File: src/rtl/bus_arb_mux_if.sv
// Source-channel and bus-register signals of bus_arb_mux, grouped as one bundle.
// The lock signal exists only when BUSMUX_LOCK_EN is defined.
interface bus_arb_mux_if #(
  parameter int WIDTH = 32,
  parameter int N     = 32,
  parameter int SELW  = $clog2(N)
);
  logic [N-1:0]       req_valid;
  logic [N*WIDTH-1:0] req_data;
  logic [N-1:0]       req_ready;
  logic               out_valid;
  logic [WIDTH-1:0]   out_data;
  logic [SELW-1:0]    out_src;
  logic               out_ready;
`ifdef BUSMUX_LOCK_EN
  logic               lock;
`endif

  // master: the arbiter/mux itself; slave: sources and bus consumer
  modport master (
`ifdef BUSMUX_LOCK_EN
    input  lock,
`endif
    input  req_valid, req_data, out_ready,
    output req_ready, out_valid, out_data, out_src
  );

  modport slave (
`ifdef BUSMUX_LOCK_EN
    output lock,
`endif
    output req_valid, req_data, out_ready,
    input  req_ready, out_valid, out_data, out_src
  );
endinterface

File: src/rtl/bus_arb_mux.sv
// Round-robin N:1 bus arbiter with a single-entry registered output stage.
// Optional source locking is compiled in with BUSMUX_LOCK_EN.

// Per-source eligibility: o_hi marks eligible sources at or above the pointer.
module bus_arb_mux_lane #(
  parameter int SELW = 5,
  parameter int IDX  = 0
) (
  input  logic            i_valid,
  input  logic            i_en,
  input  logic [SELW-1:0] i_ptr,
  output logic            o_elig,
  output logic            o_hi
);
  assign o_elig = i_valid & i_en;
  assign o_hi   = o_elig & (SELW'(IDX) >= i_ptr);
endmodule

module bus_arb_mux #(
  parameter int WIDTH = 32,
  parameter int N     = 32,
  parameter int SELW  = $clog2(N)
) (
  input logic          clk,
  input logic          rst,
  bus_arb_mux_if.master bus
);
  logic             r_out_valid;
  logic [WIDTH-1:0] r_out_data;
  logic [SELW-1:0]  r_out_src;
  logic [SELW-1:0]  r_ptr;

  logic [N-1:0]     w_en_mask;
  logic [N-1:0]     w_elig;
  logic [N-1:0]     w_hi;
  logic [N-1:0]     w_pick;
  logic [N-1:0]     w_gnt_oh;
  logic [SELW-1:0]  w_g;
  logic [SELW-1:0]  w_g_nxt;
  logic [WIDTH-1:0] w_word;
  logic             w_any;
  logic             w_load;
  logic             w_fire;

`ifdef BUSMUX_LOCK_EN
  logic             r_locked;
  logic [SELW-1:0]  r_lsrc;

  // While locked, only the lock holder may win, even if it is idle.
  always_comb begin
    w_en_mask = '0;
    for (int i = 0; i < N; i++)
      w_en_mask[i] = !r_locked || (r_lsrc == SELW'(i));
  end
`else
  assign w_en_mask = '1;
`endif

  for (genvar gi = 0; gi < N; gi++) begin : g_lane
    bus_arb_mux_lane #(.SELW(SELW), .IDX(gi)) u_lane (
      .i_valid (bus.req_valid[gi]),
      .i_en    (w_en_mask[gi]),
      .i_ptr   (r_ptr),
      .o_elig  (w_elig[gi]),
      .o_hi    (w_hi[gi])
    );
  end

  // Two-pass round robin: lowest eligible index at/after ptr, else lowest overall.
  assign w_pick   = (|w_hi) ? w_hi : w_elig;
  assign w_gnt_oh = w_pick & (-w_pick);
  assign w_any    = |w_elig;

  always_comb begin
    w_g = '0;
    for (int i = 0; i < N; i++)
      if (w_gnt_oh[i]) w_g = SELW'(i);
  end

  // Explicit wrap keeps non-power-of-2 N correct.
  assign w_g_nxt = (w_g == SELW'(N - 1)) ? '0 : w_g + SELW'(1);
  assign w_word  = bus.req_data[w_g*WIDTH +: WIDTH];

  assign w_load        = !r_out_valid || bus.out_ready;
  assign w_fire        = w_load && w_any && !rst;
  assign bus.req_ready = w_fire ? w_gnt_oh : '0;

  always_ff @(posedge clk) begin
    if (rst) begin
      r_out_valid <= 1'b0;
      r_out_data  <= '0;
      r_out_src   <= '0;
      r_ptr       <= '0;
`ifdef BUSMUX_LOCK_EN
      r_locked    <= 1'b0;
      r_lsrc      <= '0;
`endif
    end else if (w_load) begin
      if (w_any) begin
        r_out_valid <= 1'b1;
        r_out_data  <= w_word;
        r_out_src   <= w_g;
`ifdef BUSMUX_LOCK_EN
        if (bus.lock) begin
          r_locked <= 1'b1;
          r_lsrc   <= w_g;
        end else begin
          r_locked <= 1'b0;
          r_ptr    <= w_g_nxt;
        end
`else
        r_ptr       <= w_g_nxt;
`endif
      end else begin
        r_out_valid <= 1'b0;
      end
    end
  end

  assign bus.out_valid = r_out_valid;
  assign bus.out_data  = r_out_data;
  assign bus.out_src   = r_out_src;
endmodule

File: src/flat_wrapper.sv
// flat-port wrapper written by rule: the top's interface ports become plain ports
module bus_arb_mux_flat 
#(
  parameter int WIDTH = 32,
  parameter int N     = 32,
  parameter int SELW  = $clog2(N)
)
  (clk, rst, bus_req_valid, bus_req_data, bus_out_ready, bus_req_ready, bus_out_valid, bus_out_data, bus_out_src);
  bus_arb_mux_if #(.WIDTH(WIDTH), .N(N), .SELW(SELW)) bus_i ();
  input logic clk;
  input logic rst;
  input wire logic [$bits(bus_i.req_valid)-1:0] bus_req_valid;
  input wire logic [$bits(bus_i.req_data)-1:0] bus_req_data;
  input wire logic [$bits(bus_i.out_ready)-1:0] bus_out_ready;
  output wire logic [$bits(bus_i.req_ready)-1:0] bus_req_ready;
  output wire logic [$bits(bus_i.out_valid)-1:0] bus_out_valid;
  output wire logic [$bits(bus_i.out_data)-1:0] bus_out_data;
  output wire logic [$bits(bus_i.out_src)-1:0] bus_out_src;
  assign bus_i.req_valid = bus_req_valid;
  assign bus_i.req_data = bus_req_data;
  assign bus_i.out_ready = bus_out_ready;
  assign bus_req_ready = bus_i.req_ready;
  assign bus_out_valid = bus_i.out_valid;
  assign bus_out_data = bus_i.out_data;
  assign bus_out_src = bus_i.out_src;
  bus_arb_mux #(.WIDTH(WIDTH), .N(N), .SELW(SELW)) u_core (.clk(clk), .rst(rst), .bus(bus_i));
endmodule
File: config.mk
export PLATFORM = sky130hd
export DESIGN_NAME = bus_arb_mux_flat
export DESIGN_NICKNAME = d
export VERILOG_FILES = /design/src/rtl/bus_arb_mux_if.sv /design/src/rtl/bus_arb_mux.sv /design/src/flat_wrapper.sv
export SDC_FILE = /design/constraint.sdc
export NUM_CORES = 1
export LEC_CHECK = 0
export CAP_MARGIN = 25
export CORE_AREA = 2 2 438 440
export DETAILED_ROUTE_END_ITERATION = 12
export DIE_AREA = 0 0 440 442
export DONT_BUFFER_PORTS = 1
export GPL_TIMING_DRIVEN = 0
export SLEW_MARGIN = 10
export SYNTH_ARGS = -nofsm -noshare
export SYNTH_HDL_FRONTEND = slang
export SYNTH_HIERARCHICAL = 1
export SYNTH_SLANG_ARGS = --single-unit
File: constraint.sdc
create_clock -name clk -period 12.45 [get_ports clk]
set_input_delay 2.49 -clock clk [delete_from_list [all_inputs] [get_ports clk]]
set_output_delay 2.49 -clock clk [all_outputs]
set_load 0.005 [all_outputs]
==> metrics.txt, run 1 <==
maximum fanout encountered on the critical timing path 10; flip-flop and latch area between 800 and 900 sq um; Reg power frac under 10%; min cycle time layout 10.12 ns; count of input and output buffers 0; number of synthesized flops with an enable pin 0; setup_tns 0 ns; synthesized flop and latch total 43; internal power contribution ~1400 uW; Clock transition at path regs ~0.09 ns; GRT Overall Usage 22.2%; number of nets with antenna violations after routing 0; Post-DP Area 16200 sq um; routed wire length about 230000 um; effective utilization at floorplan about 6.5%; final non-filler cell area between 15000 and 20000 sq um; type of element capturing the critical path flop; Worst path slowest cell sky130_fd_sc_hd__nand4_1; area of the core 190000 sq um; Max VDD drop around 0.12 mV; Clock Power Share 3.8%; slew of the pin with the lowest slew margin ~1.1 ns; Synth Area per Inst between 6 and 7 sq um; initial antenna violation count approximately 240; DIE WIDTH between 400 and 500 um; detailed router's first-iteration violation count 2743; vias in the first global route between 15k and 20k; HPWL Detailed ~200000 um; clock latency on the worst-skew pair approximately 0.38 ns; total gr overflow 0; Clock Path Buffers 2; cell-by-cell listing of the critical path and2_1, nor3b_2, nor4_1, and4_1, and3_1, buf_4, buf_4, buf_2, a21boi_0, inv_1, o211ai_1, buf_2, nand4_1, nor2_1, clkbuf_1, a32oi_1, nand4_1, o21ai_1; setup bufs post-CTS 0; arrival time at the worst endpoint slightly above 10 ns; power per cell area 326 nW/um^2; master cell of the clock root buffer sky130_fd_sc_hd__clkbuf_16; per-cell routed wire length 48.3 um; layout cell share with drive strength beyond 1 12.1%; total vias in the final route between 15k and 20k; hold buffers post-CTS 0; leading post-synthesis cells by cell area sky130_fd_sc_hd__nand2_1, sky130_fd_sc_hd__mux2i_1, sky130_fd_sc_hd__dfxtp_1; combinational fraction of design power between 80 and 90%; footprint of the multi-input gates 10800 sq um; number of violations of the max-capacitance limit 0; async set-reset flop share out of synthesis 0%; pin count of the biggest net entering global routing 35; clock tree from TritonCTS yes; cell type with the largest total area after synthesis sky130_fd_sc_hd__nand2_1; post-DR vias/cell 4.25; RSZ-0062 raised after global routing no; global-route wire length before repair about 260000 um; final routed DRC violation total 0; prevailing post-synth register cell sky130_fd_sc_hd__dfxtp_1; die outline area 194000 sq um; HP Class flop to flop; Die Y 442 um; maximum cell stage delay along the critical path 0.92 ns; count of warnings emitted by yosys 6; final clock period utilization by the worst path ~81%; startpoint type of the worst setup path input pin; H-tree levels 2; Required @ worst endpoint between 10 and 15 ns; total net switching power a little under 4000 uW; filler-free cell count of the finished design 4690; library cell with the highest instance count after synthesis sky130_fd_sc_hd__nand2_1; share of the synthesized area in the top cell type between 10% and 20%; final weighted congestion in routability-driven placement roughly 1.0; Setup-failing EPs final 0; number of distinct standard cells referenced by the synthesized netlist slightly above 80; max-slew violations 0; result of the run finished clean; count of clock tree sinks 43; number of cells in the design after placement 4601; category of the critical setup timing path input pin to flop; growth of design area from synthesis to finish 34.0%; Syn Inst Count slightly above 2k; top-level I/O count roughly 1.1k; Resize count post-CTS 0; Cell Rows 160; # fillers between 20k and 25k; number of CTS-inserted buffers 5; switching share of power about three quarters; commonest cells in the netlist sky130_fd_sc_hd__nand2_1, sky130_fd_sc_hd__nor2_1, sky130_fd_sc_hd__nand3_1; final hold vios 0; Worst Skew about 0.030 ns; total standard cell area after synthesis 12400 sq um; highest achievable clock rate 98.8 MHz; worst slew margin relative to its limit about a quarter; Pre-antenna DRT Iters 7; Final nets 3163; Final Total Pwr around 5400 uW; leakage power total 0.00560 uW; sequential share of the synthesized area under 10%
-- layout make-up --
type | instances | share of cell area [%]
tap | 2511 | 18.9
buffer | 183 | 5.35
clock buffer | 5 | 0.754
inverter | 10 | 0.226
antenna | 76 | 1.15
timing repair buffer | 43 | 3.11
sequential | 43 | 5.21
clock inverter | 3 | 0.286
multi-input combinational | 1816 | 65.0
-- worst paths after layout --
check / slack (ns) / cells after the start / end / start
min: 0.57 / 2 / u_core/bus.out_src[3] / u_core/bus.out_src[3]
max reg2reg: 3.65 / 16 / u_core/bus.out_data[19] / u_core/r_ptr[1]
max: 2.33 / 18 / u_core/bus.out_data[19] / bus_req_valid[8]
min reg2reg: 0.57 / 2 / u_core/bus.out_src[3] / u_core/bus.out_src[3]
-- metal layers --
metal | global-route usage, % | wire length [um] | share of wire, % | up-vias
li1 | - | - | - | 7688
met1 | 26.3 | 87900 | 39 | 9681
met5 | 0 | 736 | 0.32 | -
met2 | 36.7 | 106000 | 47 | 1904
met3 | 8.00 | 23000 | 10 | 542
met4 | 7.69 | 9190 | 4.1 | 114
-- stage by stage --
step | util (%) | setup WS [ns] | hold slack, ns
floorplan | - | 4.95 | 0.461
global placement | 8.25 | 1.54 | 0.556
detailed placement | 8.54 | 2.20 | 0.557
CTS | 8.63 | 2.57 | 0.570
global route | 8.71 | 2.30 | 0.578
finish | 8.76 | 2.33 | 0.566
-- state kept, by name (all words and copies together), names as in the netlist --
name                  cells
u_core/bus.out_valid      1
u_core/bus.out_data      32
u_core/bus.out_src        5
u_core/r_ptr              5
-- layout by cell type, fill, tap and decap left out, types with 17 or more instances in the layout --
| cell | n |
|---|---|
| sky130_fd_sc_hd__nor3_1 | 17 |
| sky130_fd_sc_hd__a41oi_1 | 22 |
| sky130_fd_sc_hd__conb_1 | 34 |
| sky130_fd_sc_hd__a21oi_1 | 53 |
| sky130_fd_sc_hd__nand2_1 | 610 |
| sky130_fd_sc_hd__o21ai_0 | 83 |
| sky130_fd_sc_hd__nand3_1 | 129 |
| sky130_fd_sc_hd__o22ai_1 | 29 |
| sky130_fd_sc_hd__a32oi_1 | 47 |
| sky130_fd_sc_hd__dfxtp_1 | 40 |
| sky130_fd_sc_hd__and2_1 | 38 |
| sky130_fd_sc_hd__buf_2 | 57 |
| sky130_fd_sc_hd__o221ai_1 | 28 |
| sky130_fd_sc_hd__nand4_1 | 32 |
| sky130_fd_sc_hd__buf_6 | 18 |
| sky130_fd_sc_hd__buf_4 | 17 |
| sky130_fd_sc_hd__and3_1 | 80 |
| sky130_fd_sc_hd__clkbuf_2 | 30 |
| sky130_fd_sc_hd__a31oi_1 | 70 |
| sky130_fd_sc_hd__mux2i_1 | 108 |
| sky130_fd_sc_hd__diode_2 | 76 |
| sky130_fd_sc_hd__mux4_2 | 30 |
| sky130_fd_sc_hd__mux2_2 | 30 |
| sky130_fd_sc_hd__nor2_1 | 155 |
| sky130_fd_sc_hd__o21ai_1 | 19 |
| sky130_fd_sc_hd__clkbuf_1 | 76 |
-- worst max-delay path, delay by kind of cell --
family,cells,cell delay (ns)
compound gates,4,2.34
buf+inv,6,2.22
simple gates,8,3.22
-- power groups by stage --
| stage | clock network, uW | registers [uW] | logic, uW |
|---|---|---|---|
| after floorplan | 0 | 253 | 1940 |
| after global placement | 0 | 381 | 4660 |
| after detailed placement | 0 | 374 | 4810 |
| after CTS | 214 | 371 | 4820 |
| after global routing | 211 | 366 | 4960 |
| final | 204 | 369 | 4840 |
-- cells by family after synthesis --
group / after synthesis / share of synthesized area [%]
AND/OR/NAND/NOR: 1129 / 41.1
AO/OA/AOI/OAI: 478 / 27.3
buffers and inverters: 193 / 7.14
multiplexers: 171 / 17.2
flip-flops: 43 / 6.95
adder cells (fa/ha/maj): 2 / 0.202
XOR/XNOR: 2 / 0.141
other: 1 / 0.0303
No activity file was read; power rests on OpenSTA's default activity.
==> inputs of run 2 (changes only) <==
==> constraint.sdc (replaced) <==
create_clock -name clk -period 10.2 [get_ports clk]
set_input_delay 2.04 -clock clk [delete_from_list [all_inputs] [get_ports clk]]
set_output_delay 2.04 -clock clk [all_outputs]
set_load 0.005 [all_outputs]
==> results of run 2 <==
Same layout as run 1 (identical final DEF). Status: finished clean.
Main changes from that run: setup slack after placement 2.20 ns -> 0.403 ns; setup slack after layout 2.33 ns -> 0.526 ns; register-to-register setup slack 3.65 ns -> 1.40 ns; total power 5410 uW -> 6610 uW; worst IR drop on VDD 0.120 mV -> 0.146 mV
